File: config.mk
export PLATFORM = sky130hd
export DESIGN_NAME = edf_queue_scheduler
export DESIGN_NICKNAME = d
export VERILOG_FILES = /design/src/rtl/edf_queue_scheduler.sv
export SDC_FILE = /design/constraint.sdc
export NUM_CORES = 2
export LEC_CHECK = 0
export CORE_AREA = 2 2 592 594
export CTS_CLUSTER_DIAMETER = 30
export DETAILED_ROUTE_END_ITERATION = 10
export DIE_AREA = 0 0 594 596
export PLACE_DENSITY = 0.3
export SLEW_MARGIN = 30
export SYNTH_ARGS = -nofsm -noshare
export SYNTH_HDL_FRONTEND = slang
export SYNTH_SLANG_ARGS = --single-unit
File: constraint.sdc
create_clock -name clock -period 18.7 [get_ports clock]
set_input_delay 3.74 -clock clock [delete_from_list [all_inputs] [get_ports clock]]
set_output_delay 3.74 -clock clock [all_outputs]
set_load 0.03 [all_outputs]
File: src/rtl/edf_queue_scheduler.sv
`default_nettype none
// ============================================================================
// Module   : edf_queue_scheduler
// Purpose  : Earliest-deadline-first drain scheduler for the multi-queue
//            packet buffer. Keeps a saturating time-to-deadline counter per
//            queue. When idle, it selects the non-empty queue with the
//            smallest counter and steers the shared BRAM read port to it.
//            It then captures the read data (1-cycle latency), offers the
//            packet downstream and pops the queue head on acceptance.
// Ports    : clock, reset (async, active-low), enable
//            queues_period              per-queue relative deadline
//            empty                      per-queue empty flags
//            queues_to_selector_packets BRAM read data
//            core_id                    selected queue (BRAM addr / pool)
//            scheduler_to_queues_consumed one-hot pop pulse
//            m_packet/m_valid/m_ready   downstream handshake
//            busy                       high outside IDLE
// Revision : 1.0  initial release
// ============================================================================
module edf_queue_scheduler #(
    parameter int NUMBER_OF_QUEUES = 4,
    parameter int REGISTER_SIZE    = 32,
    parameter int DATA_SIZE        = 678
) (
    input  logic                                                clock,
    input  logic                                                reset,
    input  logic                                                enable,
    input  logic [NUMBER_OF_QUEUES-1:0][REGISTER_SIZE-1:0]      queues_period,
    input  logic [NUMBER_OF_QUEUES-1:0]                         empty,
    input  logic [DATA_SIZE-1:0]                                queues_to_selector_packets,
    output logic [$clog2(NUMBER_OF_QUEUES)-1:0]                 core_id,
    output logic [NUMBER_OF_QUEUES-1:0]                         scheduler_to_queues_consumed,
    output logic [DATA_SIZE-1:0]                                m_packet,
    output logic                                                m_valid,
    input  logic                                                m_ready,
    output logic                                                busy
);

    localparam int QW = $clog2(NUMBER_OF_QUEUES);

    localparam logic [1:0] S_IDLE    = 2'd0;
    localparam logic [1:0] S_ADDR    = 2'd1;
    localparam logic [1:0] S_CAPTURE = 2'd2;
    localparam logic [1:0] S_OFFER   = 2'd3;

    localparam logic [REGISTER_SIZE-1:0] C_ONE = 1;

    logic [1:0]                                     state_q, state_d;
    logic [QW-1:0]                                  core_id_q, core_id_d;
    logic [DATA_SIZE-1:0]                           m_packet_q, m_packet_d;
    logic                                           m_valid_q, m_valid_d;
    logic [NUMBER_OF_QUEUES-1:0][REGISTER_SIZE-1:0] ttd_q, ttd_d;

    logic                                           sel_found;
    logic [QW-1:0]                                  sel_win;
    logic [REGISTER_SIZE-1:0]                       sel_min;
    logic                                           handshake;
    logic [NUMBER_OF_QUEUES-1:0]                    consumed;

    assign handshake = (state_q == S_OFFER) && m_ready;

    // Linear minimum search. The strict '<' keeps the earlier (lower index)
    // candidate on ties.
    always_comb begin
        sel_found = 1'b0;
        sel_win   = '0;
        sel_min   = '0;
        for (int i = 0; i < NUMBER_OF_QUEUES; i++) begin
            if (!empty[i] && (!sel_found || (ttd_q[i] < sel_min))) begin
                sel_found = 1'b1;
                sel_win   = i[QW-1:0];
                sel_min   = ttd_q[i];
            end
        end
    end

    // The reload on service takes precedence over the saturating decrement.
    // consumed is decoded from the held core_id, so the queue domain sees the
    // pop and the slot index in the same cycle.
    always_comb begin
        ttd_d    = ttd_q;
        consumed = '0;
        for (int i = 0; i < NUMBER_OF_QUEUES; i++) begin
            if (handshake && (core_id_q == i[QW-1:0])) begin
                ttd_d[i]    = queues_period[i];
                consumed[i] = 1'b1;
            end else if (ttd_q[i] != '0) begin
                ttd_d[i] = ttd_q[i] - C_ONE;
            end
        end
    end

    always_comb begin
        state_d    = state_q;
        core_id_d  = core_id_q;
        m_packet_d = m_packet_q;
        m_valid_d  = m_valid_q;
        case (state_q)
            S_IDLE: begin
                if (enable && sel_found) begin
                    core_id_d = sel_win;
                    state_d   = S_ADDR;
                end
            end
            // BRAM samples core_id at the end of this cycle.
            S_ADDR: begin
                state_d = S_CAPTURE;
            end
            S_CAPTURE: begin
                m_packet_d = queues_to_selector_packets;
                m_valid_d  = 1'b1;
                state_d    = S_OFFER;
            end
            S_OFFER: begin
                if (m_ready) begin
                    m_valid_d = 1'b0;
                    state_d   = S_IDLE;
                end
            end
            default: begin
                state_d = S_IDLE;
            end
        endcase
    end

    always_ff @(posedge clock or negedge reset) begin
        if (!reset) begin
            state_q    <= S_IDLE;
            core_id_q  <= '0;
            m_packet_q <= '0;
            m_valid_q  <= 1'b0;
            ttd_q      <= '0;
        end else begin
            state_q    <= state_d;
            core_id_q  <= core_id_d;
            m_packet_q <= m_packet_d;
            m_valid_q  <= m_valid_d;
            ttd_q      <= ttd_d;
        end
    end

    assign core_id                      = core_id_q;
    assign m_packet                     = m_packet_q;
    assign m_valid                      = m_valid_q;
    assign busy                         = (state_q != S_IDLE);
    assign scheduler_to_queues_consumed = consumed;

endmodule
`default_nettype wire

==> metrics.txt <==
CP required 19.44 ns; vias post-DR 32400; area of the core 348000 um2; fraction of layout cells with a size suffix above 1 0.278; Reg2Reg Depth 26; final hold violation count 0; synthesized flop and latch total 811; Cell variety after synth 65; net switching power 6380 uW; Net Sw Frac 0.408; Mapped Nets 3641; drt via density 3.46; capture point of the worst reg-to-reg path core_id[0]$_DFFE_PN0P_; min-delay worst type reg -> reg; slowest CP cell clkdlybuf4s50_1; Hold Path Cell Cnt 1; DPL Wire Length 247000 um; root buf cell clkbuf_16; Post-synth top flop dfrtp_1; row count 217; Max Clock Freq 0.0832 GHz; Syn Area/Cell 13.0 um2; Clock power frac 0.348; CTS tree yes; CP Depth 29; combinational power share 0.426; Num CTS Buffers 348; Pins Over Slew Limit 0; Post-Syn Area 35500 um2; clk_lat worst skew 0.91 ns; CTS Hold Bufs 0; Arr. time, crit path 12.77 ns; largest net degree at the start of global routing 129; endpoints failing setup 0; num ports 1500; Buf/Inv on CP 3; WHS Endpoint m_packet[92]$_DFFE_PN0P_; maximum vdd drop 0.114 mV; Core Util, Final 0.194; # clock sinks 811; Global Route Usage Sum 0.162; Worst-path clk slew 0.04 ns; Syn. warnings 0; gpl congestion 0.921; Pint 9250 uW; WL/cell 31.5 um; worst flop-to-flop path startpoint ttd_q[26]$_DFFE_PN0P_; DR pass1 iterations 5; number of flops mapped to enable cells by yosys 0; critical-path maximum fanout 33; Largest delay share family, worst path compound AO/OA/AOI/OAI gates; Critical Path Max Stage Delay 0.65 ns; Die W 594 um; Setup crit start kind input pin; Layout Nets 5391; first-pass GRT wire length 377000 um; die footprint 354000 um2; GR Overflow Total 0; R2R Setup Slk 10.30 ns; initial detailed-routing violation count 1697; element type at the critical path end flip-flop; DRC errors left 0; CP Launch Point empty[0]; Flop pwr share 0.226; asr flop ratio synth 1.00; setup bufs post-CTS 0; Min-Delay Startpoint m_packet[92]$_DFFE_PN0P_; final WL 296000 um; CP Class in -> reg; CTS resizes 0; worst slew pin tran 0.911 ns; htree depth 5; Post-Synthesis Cells 2726; Final Skew 0.0707 ns; vias in the first global route 34200; pwr/cell area 231 nW/um2; clk buf depth 4; Slew headroom 0.390; max cap viols 0; post-synthesis sequential area ratio 0.571; DIE HEIGHT 596 um; fin crit share 0.643; I/O Buffers 1499; DRT antenna net count 0; starting density of the core 0.102; Layout area overhead 90.4%; RSZ-0062 raised after global routing false; initial antenna violation count 286; outcome complete, no violations; Final TNS setup 0 ns; final worst path period need 12.02 ns; LEAKAGE 0.0264 uW
state kept, by name (all words and copies together), names as in the netlist:
signal    flops
m_valid       1
m_packet    678
state_q       2
ttd_q       128
core_id       2
placed cells by master, fill, tap and decap left out, types with 93 or more instances in the layout:
cell             instances
clkbuf_1                94
clkbuf_16              350
clkbuf_8                93
clkdlybuf4s50_1       1487
dfrtp_1                811
ha_1                   100
mux2_2                 713
nand2_1                153
nor2_1                 128
o21ai_0                107
synth_stat cells (8+ instances only):
cell type,instances,area (um2)
xor2_1,17,149
or4_1,16,120
nand3_1,19,95.1
inv_1,55,206
nand4_1,21,131
ha_1,101,1260
xnor2_1,57,499
buf_1,11,41.3
mux2_2,713,8030
nor4_1,16,100
or3_1,18,113
a21oi_1,68,340
nor3_1,50,250
nor2_1,128,480
o211ai_1,33,248
o21ai_0,107,536
clkbuf_1,123,462
o22ai_1,12,75.1
nand2_1,153,574
or2_2,8,50.1
a211oi_1,48,360
o31ai_1,36,270
dfrtp_1,811,20300
how the worst max path moves through the flow:
stage,slack (ns),end
final,6.68,core_id[0]$_DFFE_PN0P_
after CTS,6.42,core_id[0]$_DFFE_PN0P_
after floorplan,8.42,core_id[0]$_DFFE_PN0P_
after global routing,5.78,core_id[0]$_DFFE_PN0P_
after global placement,4.74,core_id[0]$_DFFE_PN0P_
after detailed placement,5.53,core_id[0]$_DFFE_PN0P_
per-layer routing:
layer	up-vias	routed length, um	track usage
met5	-	355	0
met2	1865	138000	0.269
met1	16100	115000	0.184
met4	54	9390	0.0404
li1	13600	-	-
met3	825	33800	0.0826
area by class of cell:
type,instances,area (um2)
repair buffers,1538,15400
well taps,4599,5750
flip-flops and latches,811,20300
clock buffers,537,10400
clock inverters,82,971
multi-input cells,1719,14500
fillers,37800,280000
diodes,30,75.1
inverters,58,219
power groups by stage:
| stage | registers [uW] | logic, uW | clock network [uW] |
|---|---|---|---|
| floorplan | 4700 | 2050 | 0 |
| global placement | 3550 | 6780 | 0 |
| detailed placement | 3550 | 6760 | 0 |
| CTS | 3560 | 6800 | 5570 |
| global route | 3670 | 7090 | 5680 |
| finish | 3530 | 6650 | 5440 |
through the flow:
stage          setup WS, ns  instances  total power, uW  hold WS, ns  instance area (um2)
2_1_floorplan          8.42       2726             6750        0.495                35500
3_3_place_gp           4.74       8721            10300        0.490                56100
3_5_place_dp           5.53       8724            10300        0.494                56200
4_1_cts                6.42       9343            15900        0.503                67500
5_1_grt                5.78       9349            16400        0.510                67600
6_report               6.68       9374            15600        0.499                67600
cell families after synthesis:
logic type	after synthesis	synth area share
multiplexers	715	0.227
AO/OA/AOI/OAI	352	0.0627
buffers and inverters	196	0.0209
flip-flops	811	0.571
adder cells (fa/ha/maj)	101	0.0356
XOR/XNOR	74	0.0182
AND/OR/NAND/NOR	477	0.0647
Note: power is estimated with default switching activity, not from simulation.
